[config.mk]
export PLATFORM = sky130hd
export DESIGN_NAME = x_mod_seq_reducer_flat
export DESIGN_NICKNAME = d
export VERILOG_FILES = /design/src/rtl/x_mod_seq_reducer_if.sv /design/src/rtl/x_mod_seq_reducer.sv /design/src/flat_wrapper.sv
export SDC_FILE = /design/constraint.sdc
export NUM_CORES = 1
export LEC_CHECK = 0
export CAP_MARGIN = 0
export CORE_MARGIN = 1
export CORE_UTILIZATION = 40
export CTS_CLUSTER_DIAMETER = 150
export DETAILED_ROUTE_END_ITERATION = 10
export GPL_ROUTABILITY_DRIVEN = 0
export GPL_TIMING_DRIVEN = 0
export PLACE_DENSITY = 0.6
export SETUP_SLACK_MARGIN = 0.1
export SLEW_MARGIN = 30
export SYNTH_ARGS = -nofsm -noshare
export SYNTH_HDL_FRONTEND = slang
export SYNTH_SLANG_ARGS = --single-unit
[constraint.sdc]
create_clock -name clk -period 12.3 [get_ports clk]
set_clock_uncertainty 0.05 [all_clocks]
set_input_delay 2.46 -clock clk [delete_from_list [all_inputs] [get_ports clk]]
set_output_delay 2.46 -clock clk [all_outputs]
set_load 0.01 [all_outputs]
[src/rtl/x_mod_seq_reducer_if.sv]
// Valid/ready bundle between an operand producer, the reducer and a residue consumer.
// The master side drives X and consumes R.
interface x_mod_seq_reducer_if #(
    parameter int IN_W  = 200,
    parameter int MOD_W = 8
);
    logic             in_valid;
    logic             in_ready;
    logic [IN_W-1:0]  X;
    logic             out_valid;
    logic             out_ready;
    logic [MOD_W-1:0] R;
    logic             busy;

    modport master (
        output in_valid, X, out_ready,
        input  in_ready, out_valid, R, busy
    );

    modport slave (
        input  in_valid, X, out_ready,
        output in_ready, out_valid, R, busy
    );
endinterface

[src/rtl/x_mod_seq_reducer.sv]
// Sequential X mod MOD reducer: Horner folding of CHUNK_W-bit chunks, MSB first,
// with a restoring subtract chain per step.
module x_mod_seq_reducer #(
    parameter int IN_W    = 200,
    parameter int MOD     = 241,
    parameter int MOD_W   = 8,
    parameter int CHUNK_W = 8
) (
    input logic clk,
    input logic rst_n,
    x_mod_seq_reducer_if.slave bus
);
    localparam int NCHUNK = (IN_W + CHUNK_W - 1) / CHUNK_W;
    localparam int SH_W   = NCHUNK * CHUNK_W;
    localparam int T_W    = MOD_W + CHUNK_W;
    localparam int CNT_W  = (NCHUNK > 1) ? $clog2(NCHUNK) : 1;
    localparam logic [T_W-1:0]   MOD_T   = T_W'(MOD);
    localparam logic [CNT_W-1:0] CNT_TOP = CNT_W'(NCHUNK - 1);

    typedef enum logic [1:0] {
        IDLE,
        RUN,
        DONE
    } state_t;

    state_t           state;
    logic [SH_W-1:0]  sh;
    logic [MOD_W-1:0] acc;
    logic [CNT_W-1:0] cnt;
    logic [T_W-1:0]   t;
    logic [T_W-1:0]   r;
    logic [MOD_W-1:0] acc_nxt;

    assign bus.in_ready = (state == IDLE) | ((state == DONE) & bus.out_ready);

    // acc < MOD keeps t below MOD<<CHUNK_W, so the chain always lands below MOD
    always_comb begin
        t = {acc, sh[SH_W-1 -: CHUNK_W]};
        r = t;
        for (int i = CHUNK_W; i >= 0; i--) begin
            if (r >= (MOD_T << i)) begin
                r = r - (MOD_T << i);
            end
        end
        acc_nxt = MOD_W'(r);
    end

    always_ff @(posedge clk or negedge rst_n) begin
        if (!rst_n) begin
            state         <= IDLE;
            sh            <= '0;
            acc           <= '0;
            cnt           <= '0;
            bus.out_valid <= 1'b0;
            bus.R         <= '0;
            bus.busy      <= 1'b0;
        end else begin
            unique case (state)
                IDLE: begin
                    if (bus.in_valid) begin
                        sh       <= SH_W'(bus.X);
                        acc      <= '0;
                        cnt      <= CNT_TOP;
                        bus.busy <= 1'b1;
                        state    <= RUN;
                    end
                end
                RUN: begin
                    acc <= acc_nxt;
                    sh  <= sh << CHUNK_W;
                    cnt <= cnt - 1'b1;
                    if (cnt == '0) begin
                        bus.R         <= acc_nxt;
                        bus.out_valid <= 1'b1;
                        bus.busy      <= 1'b0;
                        state         <= DONE;
                    end
                end
                DONE: begin
                    if (bus.out_ready) begin
                        bus.out_valid <= 1'b0;
                        if (bus.in_valid) begin
                            sh       <= SH_W'(bus.X);
                            acc      <= '0;
                            cnt      <= CNT_TOP;
                            bus.busy <= 1'b1;
                            state    <= RUN;
                        end else begin
                            state <= IDLE;
                        end
                    end
                end
                default: state <= IDLE;
            endcase
        end
    end
endmodule
[src/flat_wrapper.sv]
// flat-port wrapper written by rule: the top's interface ports become plain ports
module x_mod_seq_reducer_flat 
#(
    parameter int IN_W    = 200,
    parameter int MOD     = 241,
    parameter int MOD_W   = 8,
    parameter int CHUNK_W = 8
)
  (clk, rst_n, bus_in_valid, bus_X, bus_out_ready, bus_in_ready, bus_out_valid, bus_R, bus_busy);
  x_mod_seq_reducer_if #(.IN_W(IN_W), .MOD_W(MOD_W)) bus_i ();
  input logic clk;
  input logic rst_n;
  input wire logic [$bits(bus_i.in_valid)-1:0] bus_in_valid;
  input wire logic [$bits(bus_i.X)-1:0] bus_X;
  input wire logic [$bits(bus_i.out_ready)-1:0] bus_out_ready;
  output wire logic [$bits(bus_i.in_ready)-1:0] bus_in_ready;
  output wire logic [$bits(bus_i.out_valid)-1:0] bus_out_valid;
  output wire logic [$bits(bus_i.R)-1:0] bus_R;
  output wire logic [$bits(bus_i.busy)-1:0] bus_busy;
  assign bus_i.in_valid = bus_in_valid;
  assign bus_i.X = bus_X;
  assign bus_i.out_ready = bus_out_ready;
  assign bus_in_ready = bus_i.in_ready;
  assign bus_out_valid = bus_i.out_valid;
  assign bus_R = bus_i.R;
  assign bus_busy = bus_i.busy;
  x_mod_seq_reducer #(.IN_W(IN_W), .MOD(MOD), .MOD_W(MOD_W), .CHUNK_W(CHUNK_W)) u_core (.clk(clk), .rst_n(rst_n), .bus(bus_i));
endmodule
Word level (Yosys, flattened, before mapping) --
Index checks and enable logic that the tools add are counted.
Word-level totals: register bits after elaboration 225
Operators by class: $add $sub $neg 10, magnitude comparators 9, eq/ne operators 5, multiplexer cells 30, bitwise gates (word level) 2, reductions and logical operators 9
Operator list (count):
- $pmux 200 s3 | 1
- $mux 200 | 2
- $mux 16 | 8
- $mux 8 | 3
- $pmux 8 s3 | 1
- $ge 16x10->1 const B | 1
- $ge 16x11->1 const B | 1
- $ge 16x12->1 const B | 1
- $ge 16x13->1 const B | 1
- $ge 16x14->1 const B | 1
- $ge 16x15->1 const B | 1
- $ge 16x16->1 const B | 1
- $ge 16x8->1 const B | 1
- $ge 16x9->1 const B | 1
- $sub 16x10->16 const B | 1
- $sub 16x11->16 const B | 1
- $sub 16x12->16 const B | 1
- $sub 16x13->16 const B | 1
- $sub 16x14->16 const B | 1
- $sub 16x15->16 const B | 1
- $sub 16x16->16 const B | 1
- $sub 16x9->16 const B | 1
- $pmux 5 s3 | 1
- $mux 5 | 2
- other kinds (19) | 30

Depth between registers and ports, before layout --
depth after elaboration 19, mapped depth 49

Least setup slack after synthesis --
Ideal clock, no wire load.
path kind register to register, start point register u_core.acc[0], end point register u_core.bus.R[5], data arrival time 10.271 ns, slack 1.910 ns, cell stages (with the launch flop) 50, path buffers 2, path through dfrtp_1 > inv_1 > ha_1 > or3b_4 > a31oi_4 > nor2_1 > xnor2_1 > ha_1 > a31oi_4 > a21boi_4 > nor2_1 > xnor2_1 > ha_1 > nand2_1 > or2_2 > a211oi_1 > o22ai_2 > a41oi_4 > (+14 left out) > nand2_1 > a21oi_1 > nor4b_4 > nor2_1 > xnor2_1 > inv_1 > ha_1 > nand2_1 > a2111oi_4 > nor2_1 > xnor2_1 > ha_1 > inv_1 > o211a_1 > o41a_1 > buf_6 > or4_1 > nand3_1
On the way: longest elaborated chain between the ends 18, elaborated cells on any way between the ends 27
Ends and longest elaborated chain:
- start: declaration | line x_mod_seq_reducer.sv:28 | logic [MOD_W-1:0] acc;
- start signal: assignment | line x_mod_seq_reducer.sv:69 | acc <= acc_nxt;
- $sub 16x16->16 / $ge 16x16->1 (equally long branches) | line x_mod_seq_reducer.sv:42, x_mod_seq_reducer.sv:41
- $mux 16 (*) | line x_mod_seq_reducer.sv:41 | if (r >= (MOD_T << i)) begin
- $sub 16x15->16 / $ge 16x15->1 (equally long branches) | line x_mod_seq_reducer.sv:42, x_mod_seq_reducer.sv:41
- $mux 16 (*) | line x_mod_seq_reducer.sv:41
- $sub 16x14->16 / $ge 16x14->1 (equally long branches) | line x_mod_seq_reducer.sv:42, x_mod_seq_reducer.sv:41
- $mux 16 (*) | line x_mod_seq_reducer.sv:41
- $sub 16x13->16 / $ge 16x13->1 (equally long branches) | line x_mod_seq_reducer.sv:42, x_mod_seq_reducer.sv:41
- $mux 16 (*) | line x_mod_seq_reducer.sv:41
- (+2 left out)
- $sub 16x11->16 / $ge 16x11->1 (equally long branches) | line x_mod_seq_reducer.sv:42, x_mod_seq_reducer.sv:41
- $mux 16 (*) | line x_mod_seq_reducer.sv:41
- $sub 16x10->16 / $ge 16x10->1 (equally long branches) | line x_mod_seq_reducer.sv:42, x_mod_seq_reducer.sv:41
- $mux 16 (*) | line x_mod_seq_reducer.sv:41
- $sub 16x9->16 / $ge 16x9->1 (equally long branches) | line x_mod_seq_reducer.sv:42, x_mod_seq_reducer.sv:41
- $mux 16 (*) | line x_mod_seq_reducer.sv:41
- $ge 16x8->1 / $sub 8x8->8 (equally long branches) | line x_mod_seq_reducer.sv:41, x_mod_seq_reducer.sv:42
- $mux 8 (*) | line x_mod_seq_reducer.sv:41
- end signal: assignment | line x_mod_seq_reducer.sv:73 | bus.R <= acc_nxt;
- end: declaration | line x_mod_seq_reducer_if.sv:22 | output in_ready, out_valid, R, busy
Every way passes the cells marked *; elsewhere a longest branch is shown, timed or not. A chain may end at the register's enable or synchronous reset.

Final worst setup path --
start point register u_core.acc[1], end point register u_core.bus.R[5]
Same word-level chain as after synthesis.

==> metrics.txt <==
status=completed; most used cell along the critical path=ha_1; CTS Buffer Depth=3; Die ar.=34300 um^2; final hold violation count=0; Synth Register Bits=225; share of synthesized registers carrying an async set or reset=100%; Detailed Route WL=roughly 42000 um; Post-synth EDFFs=0; Max Cap Violations=0; Mapped Area=approximately 13000 um^2; vias in the first global route=between 10000 and 15000; H-tree Lvls=1; Final ANT Viol Nets=0; crit end category=flop; routed vias=12400; largest net degree at the start of global routing=85; root buffer cell=clkbuf_16; Core Area=~33000 um^2; via/cell ratio=6.02; max-slew violations=0; final cell count without fillers=2061; top cell type's share of synthesized area=42.0%; Tmin final=11.43 ns; placed cell count=2007; post-DP HPWL=31600 um; Port Buffers=214; Most used DFF post-synth=dfrtp_1; Starting Density=40.9%; crit-path max cell delay=~0.50 ns; Slowest cell on crit path=or4_1; DR DRC count=0; Final Net Count=around 1800; RSZ-0062 raised after global routing=false; # fillers=3024; Req. time, crit path=12.70 ns; first-pass GRT wire length=65900 um; Seq/Total Area, Yosys=42.0%; Mapped Nets=~1600; worst skew pair latency=0.51 ns; antenna violations before repair=7; final setup vio count=0; Clock Pin Slew Worst Setup and Hold Paths=approximately 0.070 ns; Die X=185 um; Syn Area/Cell=9.94 um^2; Rel. slew slack=44.8%; register area=5630 um^2; Die Y=~190 um; Slew @ Worst Pin=roughly 0.82 ns; clock sinks=225; cell row count=66; TritonCTS buffer count=24; Cells after Synth=1349; drt pass-1 iters=10; Startpoint Class=flop; max frequency=87.5 MHz; Area contributors post-synth=dfrtp_1 42%, a222oi_1 14%, inv_1 6.0%, clkbuf_1 2.0%, xnor2_1 1.8%; layout cells sized above 1=9.17%; Worst Hold Class=reg2reg; Iter 0 DRT Violations=around 1400; grt ovf=0; distinct cell type count after synthesis=121; area of the multi-input gates=roughly 6600 um^2; cell taking the most area after synthesis=dfrtp_1; period utilization=roughly 93%; critical path arrival=11.83 ns; CP max FO=9; All-Layer GR Usage=24.3%; CTS tree=yes; WL per Instance=20.4 um; Top Ports=215; WS Path Type=reg2reg; Post-CTS Hold Fix Bufs=0; Layout area overhead=27.1%; yosys warns=0
[repair_timing]
item | CTS | global route
endpoints found under the setup margin | 0 | 16
gates resized for setup | 0 | 5
buffers inserted | 0 | 9
[critical path: cells and delay by family (launching register included)]
kind / cells / cell delay [ns]
fa+ha+maj: 8 / 1.93
xor+xnor: 7 / 1.74
simple gates: 16 / 3.35
flops: 1 / 0.42
compound gates: 13 / 3.16
buf+inv: 5 / 0.68
[state kept, by name, indices dropped and copies added, names as in the netlist]
name and cells:
u_core.bus.R 8, u_core.bus.busy 1, u_core.sh 200, u_core.bus.out_valid 1, u_core.cnt 5, u_core.state 2
u_core.acc 8
[cells in the final DEF (no fill, tap or decap), types with 12 or more instances in the layout]
cell type / instances
a222oi_1: 192
clkbuf_16: 25
inv_1: 213
clkdlybuf4s50_1: 213
dfrtp_1: 225
and2_1: 12
nand2_1: 59
nor4_1: 12
nor3_1: 27
a22o_1: 14
clkbuf_1: 76
buf_4: 12
nand3_1: 29
a21oi_1: 35
xnor2_1: 26
o211ai_1: 15
ha_1: 17
o21a_1: 18
nor2_1: 48
o21ai_0: 31
[synthesized netlist by cell type (6+ instances only)]
cell / count
nand3_1: 29
buf_6: 6
mux2_2: 9
nor2_1: 49
o211ai_1: 15
inv_1: 213
nand2b_1: 6
a21oi_1: 35
o21ai_1: 10
a21boi_0: 7
and3_1: 8
ha_1: 18
mux2i_1: 10
a31oi_1: 9
clkbuf_1: 72
a211oi_1: 9
o21ai_0: 31
o21a_1: 18
nor4_1: 12
a222oi_1: 192
and2_1: 12
buf_2: 9
xor2_1: 8
dfrtp_1: 225
or2_2: 9
xnor2_1: 27
nand2_1: 59
nor3_1: 27
o31a_1: 7
buf_1: 9
a22o_1: 14
[logic make-up after synthesis]
family                   after synthesis  synth area share (%)
buffers and inverters                312                  9.24
AO/OA/AOI/OAI                        469                  31.7
flip-flops                           225                  42.0
XOR/XNOR                              38                  2.65
multiplexers                          19                  1.50
AND/OR/NAND/NOR                      267                  11.2
adder cells (fa/ha/maj)               19                  1.76
[path summary, 6_finish.rpt]
| path | start | endpoint | slack, ns | cells past startpoint |
|---|---|---|---|---|
| worst min register to register | u_core.sh[186]$_DFFE_PN0P_ | u_core.sh[194]$_DFFE_PN0P_ | 0.43 | 2 |
| worst max-delay path | u_core.acc[1]$_DFFE_PN0P_ | u_core.bus.R[5]$_DFFE_PN0P_ | 0.87 | 49 |
| max in group asynchronous | rst_n | u_core.sh[44]$_DFFE_PN0P_ | 9.18 | 3 |
| worst min-delay path | u_core.sh[186]$_DFFE_PN0P_ | u_core.sh[194]$_DFFE_PN0P_ | 0.43 | 2 |
| min in group asynchronous | rst_n | u_core.sh[133]$_DFFE_PN0P_ | 1.86 | 1 |
| worst max register to register | u_core.acc[1]$_DFFE_PN0P_ | u_core.bus.R[5]$_DFFE_PN0P_ | 0.87 | 49 |
[metal layers]
layer,GRT usage (%),up-vias,share of wire [%]
met3,5.23,48,7.2
met5,0,-,0.090
met1,31.6,6144,42
li1,-,5788,-
met4,5.69,6,1.6
met2,41.1,424,49
[through the flow]
stage	setup TNS (ns)	worst slack (ns)	hold slack, ns	utilization (%)	cell area, um^2
floorplan	0	1.91	0.405	-	13400
global placement	-226.88	-1.04	0.413	49.1	16100
detailed placement	0	0.201	0.421	49.3	16200
CTS	0	0.120	0.436	51.7	16900
global route	0	0.107	0.455	52.0	17000
finish	0	0.870	0.434	52.0	17000
[cell type report]
cell class | count | share of cell area, %
well taps | 442 | 3.24
diodes | 5 | 0.0734
multi-input cells | 812 | 38.6
inverters | 213 | 4.69
clock inverters | 6 | 0.345
plain buffers | 99 | 2.58
clock buffers | 34 | 4.16
repair buffers | 225 | 13.3
flip-flops and latches | 225 | 33.0
Power is left out: the tool's default activity adds up to more than one toggle a clock period on the data nets, which glitch-free logic cannot reach.
